File: src/rtl/alu_mc.sv
// alu_mc: valid/ready ALU with single-cycle logic/arith ops and an optional
// multi-cycle unsigned shift-add multiplier.
//
// Parameters
//   WIDTH      operand/result width in bits (4..32)
//
// Ports
//   clk        sole clock, rising edge
//   rst        synchronous active-high reset
//   in_valid   request present on op/a/b
//   in_ready   request accepted this cycle when high
//   op         4-bit opcode
//   a, b       operands (b is also the shift amount)
//   out_valid  r/flags/err hold an unconsumed result
//   out_ready  consumer takes the result
//   r          registered result
//   flags      registered {N, Z, V}
//   err        registered illegal-opcode indication
//
// Build option
//   ALU_MC_MUL_EN  when defined, op 4'b1010 is a WIDTH-cycle multiply; when
//                  undefined the multiplier hardware is absent and 4'b1010
//                  is handled as an illegal opcode.
//
// Results of single-cycle ops are registered on the accepting edge, so the
// result is visible in the cycle that follows the accept.

module alu_mc #(
  parameter int unsigned WIDTH = 8
) (
  input  logic             clk,
  input  logic             rst,
  input  logic             in_valid,
  output logic             in_ready,
  input  logic [3:0]       op,
  input  logic [WIDTH-1:0] a,
  input  logic [WIDTH-1:0] b,
  output logic             out_valid,
  input  logic             out_ready,
  output logic [WIDTH-1:0] r,
  output logic [2:0]       flags,
  output logic             err
);

  // Opcode map; several operations have two encodings.
  localparam logic [3:0] OpAddA = 4'b1000;
  localparam logic [3:0] OpAddB = 4'b0001;
  localparam logic [3:0] OpSubA = 4'b1001;
  localparam logic [3:0] OpSubB = 4'b0010;
  localparam logic [3:0] OpMul  = 4'b1010;
  localparam logic [3:0] OpAndA = 4'b1011;
  localparam logic [3:0] OpAndB = 4'b0011;
  localparam logic [3:0] OpOrA  = 4'b1100;
  localparam logic [3:0] OpOrB  = 4'b0100;
  localparam logic [3:0] OpXor  = 4'b0101;
  localparam logic [3:0] OpShlA = 4'b1101;
  localparam logic [3:0] OpShlB = 4'b0110;
  localparam logic [3:0] OpShrA = 4'b1111;
  localparam logic [3:0] OpShrB = 4'b0111;

  logic             accept;
  logic             out_free;
  logic             is_mul;
  logic [WIDTH-1:0] sum;
  logic [WIDTH-1:0] diff;
  logic             shift_big;
  logic [WIDTH-1:0] alu_res;
  logic             alu_v;
  logic             alu_err;

  // Result-register write port, shared by the ALU and the multiplier.
  logic             wr_en;
  logic [WIDTH-1:0] wr_res;
  logic             wr_v;
  logic             wr_err;

  // Output slot is free when empty or being drained on this edge.
  assign out_free = !out_valid || out_ready;
  assign accept   = in_valid && in_ready;

`ifdef ALU_MC_MUL_EN
  typedef enum logic [0:0] {StIdle, StMul} state_e;

  localparam int unsigned CntW = $clog2(WIDTH);

  state_e             state;
  logic [2*WIDTH-1:0] acc;
  logic [2*WIDTH-1:0] mcand;     // multiplicand, shifted left each step
  logic [WIDTH-1:0]   mplier;    // multiplier, shifted right each step
  logic [CntW-1:0]    cnt;
  logic [2*WIDTH-1:0] acc_step;
  logic               mul_last;

  assign acc_step = acc + (mplier[0] ? mcand : '0);
  assign mul_last = (cnt == CntW'(WIDTH - 1));
  assign in_ready = (state == StIdle) && out_free;
`else
  // Only the idle state exists in this build.
  assign in_ready = out_free;
`endif

  // Single-cycle datapath.
  always_comb begin
    sum       = a + b;
    diff      = a + ~b + WIDTH'(1);
    shift_big = ({1'b0, b} >= (WIDTH + 1)'(WIDTH));
    alu_res   = '0;
    alu_v     = 1'b0;
    alu_err   = 1'b0;
    is_mul    = 1'b0;
    case (op)
      OpAddA, OpAddB: begin
        alu_res = sum;
        alu_v   = (a[WIDTH-1] == b[WIDTH-1]) && (sum[WIDTH-1] != a[WIDTH-1]);
      end
      OpSubA, OpSubB: begin
        alu_res = diff;
        alu_v   = (a[WIDTH-1] != b[WIDTH-1]) && (diff[WIDTH-1] != a[WIDTH-1]);
      end
`ifdef ALU_MC_MUL_EN
      OpMul: begin
        is_mul = 1'b1;
      end
`endif
      OpAndA, OpAndB: alu_res = a & b;
      OpOrA, OpOrB:   alu_res = a | b;
      OpXor:          alu_res = a ^ b;
      OpShlA, OpShlB: alu_res = shift_big ? '0 : (a << b);
      OpShrA, OpShrB: alu_res = shift_big ? '0 : (a >> b);
      default: begin
        // Illegal opcode: zero result, error flagged.
        alu_err = 1'b1;
      end
    endcase
  end

  // Select what, if anything, lands in the result registers this edge.
  always_comb begin
    wr_en  = accept && !is_mul;
    wr_res = alu_res;
    wr_v   = alu_v;
    wr_err = alu_err;
`ifdef ALU_MC_MUL_EN
    // Final partial product goes straight to the result registers.
    if ((state == StMul) && mul_last && out_free) begin
      wr_en  = 1'b1;
      wr_res = acc_step[WIDTH-1:0];
      wr_v   = |acc_step[2*WIDTH-1:WIDTH];
      wr_err = 1'b0;
    end
`endif
  end

  always_ff @(posedge clk) begin
    if (rst) begin
      out_valid <= 1'b0;
      r         <= '0;
      flags     <= '0;
      err       <= 1'b0;
`ifdef ALU_MC_MUL_EN
      state     <= StIdle;
      acc       <= '0;
      mcand     <= '0;
      mplier    <= '0;
      cnt       <= '0;
`endif
    end else begin
      // A new result overrides the drain of the old one on the same edge.
      if (wr_en) begin
        out_valid <= 1'b1;
        r         <= wr_res;
        flags     <= {wr_res[WIDTH-1], (wr_res == '0), wr_v};
        err       <= wr_err;
      end else if (out_valid && out_ready) begin
        out_valid <= 1'b0;
      end

`ifdef ALU_MC_MUL_EN
      unique case (state)
        StIdle: begin
          if (accept && is_mul) begin
            state  <= StMul;
            acc    <= '0;
            mcand  <= {{WIDTH{1'b0}}, a};
            mplier <= b;
            cnt    <= '0;
          end
        end
        StMul: begin
          // The last step waits if the result slot is still occupied.
          if (!mul_last || out_free) begin
            acc    <= acc_step;
            mcand  <= mcand << 1;
            mplier <= mplier >> 1;
            cnt    <= cnt + 1'b1;
            if (mul_last) begin
              state <= StIdle;
              cnt   <= '0;
            end
          end
        end
        default: state <= StIdle;
      endcase
`endif
    end
  end

endmodule

File: config.mk
export PLATFORM = sky130hd
export DESIGN_NAME = alu_mc
export DESIGN_NICKNAME = d
export VERILOG_FILES = /design/src/rtl/alu_mc.sv
export SDC_FILE = /design/constraint.sdc
export NUM_CORES = 1
export LEC_CHECK = 0
export CORE_MARGIN = 2
export CORE_UTILIZATION = 50
export DETAILED_ROUTE_END_ITERATION = 7
export PLACE_DENSITY_LB_ADDON = 0.1
export SETUP_SLACK_MARGIN = 0.05
export SLEW_MARGIN = 20
export SYNTH_ARGS = -nofsm -noshare
export SYNTH_HDL_FRONTEND = slang
export SYNTH_SLANG_ARGS = --single-unit
File: constraint.sdc
create_clock -name clk -period 3 [get_ports clk]
set_input_delay 0.6 -clock clk [delete_from_list [all_inputs] [get_ports clk]]
set_output_delay 0.6 -clock clk [all_outputs]
set_load 0.1 [all_outputs]
**Word level (Yosys, flattened, before mapping)**

Cells that the tools add are included.

- Output and inout port bits: 14
- Input port bits: 24
- Word-level logic and storage cells: 53
- Register bits after elaboration: 13

- Reduce and logical (&&, ||, !) cells: 15
- Shift operators: 2
- Add/sub/neg operators: 3
- Equality and inequality tests: 17
- Mux-type cells: 7
- $lt $le $gt $ge: 1
- Bitwise logic cells: 4

Operator list:

| kind | number |
|---|---|
| $pmux W8 S7 | 1 |
| $eq A4 B4 Y1 const B | 6 |
| $add A8 B8 Y8 | 2 |
| $eq A4 B3 Y1 const B | 4 |
| $mux W8 | 2 |
| $reduce_or A13 Y1 | 1 |
| $reduce_or A2 Y1 | 6 |
| $add A8 B1 Y8 const B | 1 |
| $and A8 B8 Y8 | 1 |
| $eq A4 B2 Y1 const B | 2 |
| $ge A8 B4 Y1 const B | 1 |
| $logic_not A8 Y1 | 1 |
| $not A8 Y8 | 1 |
| $or A8 B8 Y8 | 1 |
| $shl A8 B8 Y8 | 1 |
| $shr A8 B8 Y8 | 1 |
| $xor A8 B8 Y8 | 1 |
| $eq A4 B1 Y1 const B | 1 |
| $logic_and A1 B1 Y1 | 4 |
| $mux W1 | 3 |
| $ne A1 B1 Y1 | 3 |
| $pmux W1 S2 | 1 |
| $reduce_bool A2 Y1 | 1 |
| $eq A1 B1 Y1 | 1 |
| 2 further kinds | 2 |

**Longest topological paths before layout**

Gate-level depths: netlist (run 1).

- Depth in word-level cells: 6
- Mapped depth: 11
- Mapped depth without buffers: 11

**Worst setup path before layout (run 1)**

Ideal clock, no wire load.

- Path type: register to register
- From: reg out_valid
- To: reg flags[1]
- Slack: 0.075 ns
- Setup time: 0.120 ns
- Buffers on the path: 1
- Data arrival time: 2.805 ns
- Cell stages (with the launch flop): 9
- Required time: 2.880 ns
- Clock period less this slack: 2.925 ns
- Path through: dfxtp_1 > nand2b_1 > and2_1 > clkbuf_1 > o211ai_1 > a21oi_1 > and4_1 > nand4_1 > a21oi_1

- Cells in the longest elaborated chain, start to end: 3

RTL lines:

| element | RTL line | RTL |
|---|---|---|
| from (decl) | 38 | `output logic out_valid,` |
| from (signal assigned) | 156 | `out_valid <= 1'b0;` |
| from (signal assigned) | 170 | `out_valid <= 1'b1;` |
| from (signal assigned) | 175 | `out_valid <= 1'b0;` |
| $logic_not A1 Y1 | 78 | `assign out_free = !out_valid \|\| out_ready;` |
| $logic_or A1 B1 Y1 | 78 |  |
| via in_ready | 34 | `output logic in_ready,` |
| $logic_and A1 B1 Y1 | 79 | `assign accept = in_valid && in_ready;` |
| to (signal assigned) | 172 | `flags <= {wr_res[WIDTH-1], (wr_res == '0), wr_v};` |
| to (decl) | 41 | `output logic [2:0] flags,` |

The timed path passes the listed nets, and every way through them passes these cells.
A chain may end at the register's enable or synchronous reset.

**Worst setup path after layout (run 1)**

- From: in op[1]
- To: reg flags[1]

- Cells in the longest elaborated chain, start to end: 4
- Elaborated cells on any way between the ends: 21
- Those cells by class: eq/ne: 13; mux: 1; reduce/logical: 7

RTL lines:

| element | RTL line | RTL |
|---|---|---|
| from (decl) | 35 | `input logic [3:0] op,` |
| $eq A4 B4 Y1 (tied with other cells) | 111 | `case (op)` |
| $reduce_or A2 Y1, on equally long branches | -- |  |
| $pmux W8 S7 * | 111 |  |
| $logic_not A8 Y1 * | 172 |  |

Every way passes the cells marked *; elsewhere a longest branch is shown, timed or not.

==> results.env, run 1 <==
HOLD-PATH-CELL-COUNT=2
ROUTED_WL_UM=6660
PERIOD_MINUS_SLACK_NS=2.92
SLOWEST_DELAY_NS=0.55
SYNTH_TOP_CELL_AREA_SHARE_PCT=14.8
FINAL.SETUP_SKEW_NS=0.00684
GRT_PASS1_VIAS=2281
VDD_IR_DROP_MAX_mV=0.169
ROWS=24
HOLDCRITPATHCLASS='flop to flop'
RUN_STATUS='finished, final reports clean'
TIMING.REG2REG.WORST_PATH_DEPTH=7
INSERTEDDIODECOUNT=0
DIEWIDTH_UM=70.3
CTS_TREE='done'
CRITICAL_PATH.MAX_FANOUT=7
POST_ROUTE_CELLS_DRIVE_ABOVE_1_SHARE_PCT=33.0
DETAILED_PLACE.AREA_UM2=3000
PLACEDCELLCOUNT=412
FINALSETUPVIOLCOUNT=0
CRIT_SLOWEST_CELL='sky130_fd_sc_hd__clkdlybuf4s50_1'
GRT_START_MAX_NET_PINS=22
STDCELL_AREA_UM2=3090
COREAREA_UM2=4290
SYNTH_EDF_COUNT=0
FIRST_PASS_GRT_WIRE_LENGTH_UM=10900
CRIT_PATH_END_KIND='flop'
DETAILROUTE.VIA_COUNT=2455
HPWLAFTERDP_UM=5530
SYNTHMUXAREASHARE_PCT=10.0
ACHIEVABLE-FREQUENCY_MHz=343
STDCELL_COUNT=416
SYNTHARSTFLOPSHARE_PCT=0
SYNTH-ADDER-AREA-SHARE_PCT=16.6
DIE_AREA_UM2=4940
POSTSYNTHCELLCOUNT=272
GLOBALPLACE.CONGESTION=0.985
SYNTH_TOP_FLOP_CELL='sky130_fd_sc_hd__dfxtp_1'
SETUP-TNS-FINAL_NS=0
UNREPAIRED_SETUP_ENDPOINTS_AFTER_GLOBAL_ROUTING='no'
CLOCK_TREE.BUFFER_DEPTH=2
CRITICAL_PATH.CELL_CHAIN='clkdlybuf4s50_1, buf_4, and4bb_2, a221oi_2, o211ai_1, a31oi_1, and4_1, and4_1, nand4_1, a21oi_1'
TIMING_HOLD_VIOLATIONS_FINAL=0
FIRSTDRTPASSITERS=4
FINAL.PERIOD_UTILIZATION_PCT=97.2
GRT_USE_TOTAL_PCT=27.0
DETAIL_ROUTE.DRC_VIOLATIONS=0
CELLPOWERDENSITY_nW_PER_UM2=287
FLOORPLAN.INITIALDENSITY_PCT=51.2
DIEHEIGHT_UM=70.3
WORST_SKEW_PAIR.LATE_LATENCY_NS=0.24
POWER.STATIC_LEAKAGE_nW=1.38
TOTALPOWERFINAL_mW=0.886
POST_DRT_WL_PER_CELL_UM=16.0
ROUTED_VIA_DENSITY=5.90
DESIGN.PORTCOUNT=38
NUMBER_OF_ANTENNA_VIOLATIONS_AT_THE_FIRST_CHECK_IN_GLOBAL_ROUTING=0
PINS_OVER_THEIR_SLEW_LIMIT=0
CRIT_TYPE='input port to flop'
CTS_HTREE_LEVELS=1
YOSYS.AREA_SHARE.XOR_XNOR_PCT=1.20
CTS_MADE_BUFFERS=3
WORSTPATHREQUIRED_NS=3.17
PATH_COMMON_CELL='sky130_fd_sc_hd__and4_1'
DRTITER0DRC=164
CLOCK_INPUT_TRANSITION_AT_THE_SEQUENTIAL_CELLS_OF_THE_WORST_SETUP_AND_HOLD_PATHS_NS=0.06
SYNTHTOLAYOUTAREAGROWTH_PCT=40.6
FINALWORSTSETUPSLACK_NS=0.0827
YOSYS_REGISTER_BITS=12
GLOBALROUTE.TOTALOVERFLOW=0
SYNTH.AREA.TOP_CELLS='sky130_fd_sc_hd__ha_1, sky130_fd_sc_hd__dfxtp_1, sky130_fd_sc_hd__mux4_2, sky130_fd_sc_hd__a21oi_1, sky130_fd_sc_hd__a211oi_1'
SYNTH-SEQ-AREA-SHARE_PCT=10.9
WORST-SLEW-PIN-TRANSITION_NS=0.499
MAPPEDNETLISTAREA_UM2=2200
DP_WORST_SETUP_SLACK_NS=-0.240
SYNTH_TOP_CELLS_BY_COUNT='sky130_fd_sc_hd__ha_1, sky130_fd_sc_hd__inv_1, sky130_fd_sc_hd__nor2_1, sky130_fd_sc_hd__a21oi_1, sky130_fd_sc_hd__nand2_1'
HOLD_SLACK_NS=0.456
CTS.ROOT.BUFFER_CELL='sky130_fd_sc_hd__clkbuf_8'
YOSYS.CELL_COUNT.TOP_TYPE='sky130_fd_sc_hd__ha_1'
FINISH.UTILIZATION_PCT=72.0
PORT_BUFFERS=37
FINALNETCOUNT=417
SYNTHDISTINCTLIBCELLS=66
CTS.SINK_COUNT=12
POST_CTS_HOLD_BUFFER_COUNT=0
WORST_EP_ARRIVAL_TIME_NS=3.08
POSTSYNTHNETCOUNT=324
SYNTH.AVG_CELL_AREA_UM2=8.08
START_KIND='input port'
MAX_SLEW_MARGIN_PCT=66.3
SYNTH_COMPOUND_GATE_AREA_SHARE_PCT=29.9
YOSYSTOPAREACELL='sky130_fd_sc_hd__ha_1'
POST_SYNTH_AND_OR_NAND_NOR_AREA_FRACTION_PCT=22.7
SYNTH.YOSYS.WARNINGS=0
CAP_VIOL_MAX_COUNT=0
SYNTH_TOP_FAMILY_BY_AREA='compound AO/OA/AOI/OAI gates'
DETAIL-ROUTE-ANTENNA-NETS=0
[per-layer routing]
metal / share of wire (%) / GRT usage [%]
met5: 0 / 0
met4: 0.89 / 5.98
met3: 4.5 / 2.16
met2: 48 / 47.0
met1: 46 / 36.1
[path summary, 6_finish.rpt]
path | start | endpoint | slack, ns
max | op[1] | flags[1] | 0.08
min | flags[0] | flags[0] | 0.46
max reg2reg | out_valid | flags[1] | 1.61
min reg2reg | flags[0] | flags[0] | 0.46
[state kept, by name, summed over array words and instances (netlist names)]
| name | count |
|---|---|
| out_valid | 1 |
| err | 1 |
| r | 8 |
| flags | 2 |
[timing repair]
action	CTS	global route
buffers inserted	0	0
hold endpoints to repair	0	0
setup endpoints to repair	1	3
resized for setup	3	7
[placed cells by master (no fill, tap or decap), types with 10 or more instances in the layout]
master / instances
sky130_fd_sc_hd__nor2_1: 21
sky130_fd_sc_hd__inv_1: 21
sky130_fd_sc_hd__nand2_1: 19
sky130_fd_sc_hd__buf_4: 79
sky130_fd_sc_hd__clkdlybuf4s50_1: 22
sky130_fd_sc_hd__a21oi_1: 18
sky130_fd_sc_hd__ha_1: 25
sky130_fd_sc_hd__o21ai_0: 12
sky130_fd_sc_hd__dfxtp_1: 12
sky130_fd_sc_hd__a211oi_1: 10
[report_power, final]
group / internal [mW] / total, mW / switching, mW / leakage [nW]
sequential: 0.172 / 0.178 / 0.00636 / 0.0990
combinational: 0.229 / 0.535 / 0.306 / 1.26
clock: 0.116 / 0.173 / 0.0577 / 0.0288
total: 0.516 / 0.886 / 0.370 / 1.38
[logic make-up after synthesis]
group                      after synthesis
DFF                                     12
buffers and inverters                   37
muxes                                   13
and+or+nand+nor                         90
AOI/OAI and AO/OA                       89
adders and majority gates               28
xor gates and xnor gates                 3
[worst max-delay path: cells and delay by family]
| family | cells | cell delay [ns] |
|---|---|---|
| and+or+nand+nor | 4 | 0.84 |
| AOI/OAI and AO/OA | 4 | 0.90 |
| buffers and inverters | 2 | 0.73 |
[area by class of cell]
cell class / instances / area, um2
Clock buffer: 4 / 55.1
Fill cell: 367 / 1200
Inverter: 21 / 78.8
Multi-Input combinational cell: 223 / 1800
Sequential cell: 12 / 240
Tap cell: 52 / 65.1
Timing Repair Buffer: 104 / 857
Power figures use the tool's default switching activity.
==> run 2, diff against run 1 <==
SLEW_MARGIN = unset   (was 20)
clock period = 3.5 ns   (was 3 ns; I/O delays follow)
==> run 2 against run 1 <==
Net effect: register-to-register slack better by 0.31 ns; wire length down 8.8%; setup slack improved by 0.21 ns; hold slack lost 0.0055 ns; global-route usage shrank 1.9 points; cell count fell by 12%; critical path type unchanged; largest cell class unchanged; highest routed layer unchanged.
==> results.env, run 2 (synthesis gave the netlist of run 1 again) <==
RUN_STATUS='finished, final reports clean'
LAYOUT_TOP_REGISTERS='r x8, flags x2'
CLOCK_INPUT_TRANSITION_AT_THE_SEQUENTIAL_CELLS_OF_THE_WORST_SETUP_AND_HOLD_PATHS_NS=0.05
HOLD_SLACK_NS=0.451
REGISTER_BANK_WITH_THE_MOST_FLOPS='r'
FIRSTDRTPASSITERS=4
CRIT_TYPE='input port to flop'
PLACEDCELLCOUNT=363
FLOORPLAN.INITIALDENSITY_PCT=51.2
START_KIND='input port'
ROUTED_VIA_DENSITY=6.08
FINAL.SETUP_SKEW_NS=0.00248
LARGEST_REG_FLOPS=8
REGTOREGENDPOINT='flags[1]'
CTS.ROOT.BUFFER_CELL='sky130_fd_sc_hd__clkbuf_8'
CTS_POST_SETUP_BUFFERS_INSERTED=0
UNREPAIRED_SETUP_ENDPOINTS_AFTER_GLOBAL_ROUTING='no'
FINAL.PERIOD_UTILIZATION_PCT=91.6
PERIOD_MINUS_SLACK_NS=3.20
DETAILED_PLACE.AREA_UM2=2650
CTS_HTREE_LEVELS=1
ROWS=24
GLOBALROUTE.TOTALOVERFLOW=0
DESIGN.PORTCOUNT=38
SETUP-TNS-FINAL_NS=0
CTS_MADE_BUFFERS=3
COREAREA_UM2=4290
P_INT_mW=0.372
DETAIL-ROUTE-ANTENNA-NETS=0
R2R-START='out_valid'
MAX_SLEW_MARGIN_PCT=35.5
DETAILROUTE.VIA_COUNT=2227
VDD_IR_DROP_MAX_mV=0.113
DIEHEIGHT_UM=70.3
DIEWIDTH_UM=70.3
POWER.STATIC_LEAKAGE_nW=1.10
CLOCK_TREE.BUFFER_DEPTH=2
CTS.SINK_COUNT=12
ROUTED_WL_UM=6070
DIE_AREA_UM2=4940
FINALSETUPVIOLCOUNT=0
TIMING_HOLD_VIOLATIONS_FINAL=0
FINALNETCOUNT=368
CELLPOWERDENSITY_nW_PER_UM2=247
STDCELL_AREA_UM2=2700
POST_DRT_WL_PER_CELL_UM=16.6
CTS_TREE='done'
CAP_VIOL_MAX_COUNT=0
FINALWORSTSETUPSLACK_NS=0.295
WORST_EP_ARRIVAL_TIME_NS=3.37
FILLER_CELL_COUNT=389
WORSTPATHREQUIRED_NS=3.66
POST_ROUTE_CELLS_DRIVE_ABOVE_1_SHARE_PCT=15.9
DRTITER0DRC=139
FIRST_PASS_GRT_WIRE_LENGTH_UM=10100
ACHIEVABLE-FREQUENCY_MHz=312
TIMING.REG2REG.WORST_PATH_DEPTH=8
NUMBER_OF_ANTENNA_VIOLATIONS_AT_THE_FIRST_CHECK_IN_GLOBAL_ROUTING=0
STDCELL_COUNT=366
CTS-RESIZED-GATES=0
GRT_USE_TOTAL_PCT=25.1
DP_WORST_SETUP_SLACK_NS=0.0967
GRT_PASS1_VIAS=2096
CRIT_PATH_END_KIND='flop'
CRITICAL_PATH.MAX_FANOUT=3
INSERTEDDIODECOUNT=0
NETSWITCHINGPOWER_mW=0.294
POST_CTS_HOLD_BUFFER_COUNT=0
TIMING.REG2REG.SETUP_SLACK_NS=1.92
DETAIL_ROUTE.DRC_VIOLATIONS=0
MOSTFREQUENTLAYOUTCELLS='sky130_fd_sc_hd__clkdlybuf4s50_1, sky130_fd_sc_hd__ha_1, sky130_fd_sc_hd__inv_1, sky130_fd_sc_hd__nor2_1'
SYNTHTOLAYOUTAREAGROWTH_PCT=22.6
PORT_BUFFERS=37
HPWLAFTERDP_UM=4890
WORSTSETUPSTARTPOINT='a[0]'
PINS_OVER_THEIR_SLEW_LIMIT=0
CLKPWRFRAC_PCT=17.8
COMBPWRFRAC_PCT=59.4
MOSTFREQUENTLAYOUTCELL='sky130_fd_sc_hd__clkdlybuf4s50_1'
CRITICAL_PATH.ENDPOINT='flags[1]'
GLOBALPLACE.CONGESTION=0.912
SW_FRAC_OF_TOTAL_PCT=44.1
WORST-SLEW-PIN-TRANSITION_NS=0.964
HOLDCRITPATHCLASS='flop to flop'
POWER.SEQUENTIAL.FRACTION_PCT=22.8
WORST_SKEW_PAIR.LATE_LATENCY_NS=0.23
GRT_START_MAX_NET_PINS=25
[run 2: cell count changes in the layout (fill, tap and decap cells not counted), sizes merged]
| cell | delta |
|---|---|
| clkdlybuf4s50 | +14 |
| dlymetal6s2s | -1 |
| buf | -62 |
| clkbuf | -1 |
[run 2: area by class of cell]
type	count	area, um2	share of cell area, %
Multi-Input combinational cell	223	1770	65.6
Sequential cell	12	240	8.91
Timing Repair Buffer	55	503	18.7
Inverter	21	78.8	2.92
Clock buffer	3	41.3	1.53
Tap cell	52	65.1	2.41
[run 2: routing by layer]
metal	track usage, %	up-vias	routed length (um)
met2	40.0	86	2770
met4	10.9	0	150
met5	0	-	0
met3	2.16	14	387
met1	34.3	1016	2770
li1	-	1111	-
[run 2: stage by stage]
stage          utilization [%]  total power [mW]
2_1_floorplan                -             0.432
3_3_place_gp              61.8             0.545
3_5_place_dp              61.8             0.546
4_1_cts                   62.8             0.668
5_1_grt                   62.8             0.706
6_report                  62.8             0.666
[run 2: critical path, stage by stage]
cell and delay (ns):
sky130_fd_sc_hd__clkdlybuf4s50_1 0.51, sky130_fd_sc_hd__inv_1 0.08, sky130_fd_sc_hd__ha_1 0.24, sky130_fd_sc_hd__fa_1 0.42
sky130_fd_sc_hd__nor3_1 0.20, sky130_fd_sc_hd__nor3_1 0.11, sky130_fd_sc_hd__o21bai_1 0.15, sky130_fd_sc_hd__a21oi_1 0.12
sky130_fd_sc_hd__a221o_2 0.34, sky130_fd_sc_hd__a21oi_1 0.22, sky130_fd_sc_hd__nand4_1 0.12, sky130_fd_sc_hd__a21oi_1 0.16
[run 2: power groups by stage]
stage | Combinational (mW) | Clock [mW] | Sequential, mW
4_1_cts | 0.392 | 0.123 | 0.152
3_5_place_dp | 0.391 | 0 | 0.155
5_1_grt | 0.426 | 0.126 | 0.154
3_3_place_gp | 0.391 | 0 | 0.154
6_report | 0.396 | 0.119 | 0.152
2_1_floorplan | 0.204 | 0 | 0.228
[run 2: worst min-delay path by stage]
stage	start	to	slack (ns)	cells past startpoint
6_report	flags[0]	flags[0]	0.45	2
5_1_grt	flags[1]	flags[1]	0.48	2
4_1_cts	flags[0]	flags[0]	0.45	2
3_5_place_dp	flags[0]	flags[0]	0.45	2
3_3_place_gp	flags[0]	flags[0]	0.45	2
2_1_floorplan	rst	r[2]	0.77	1
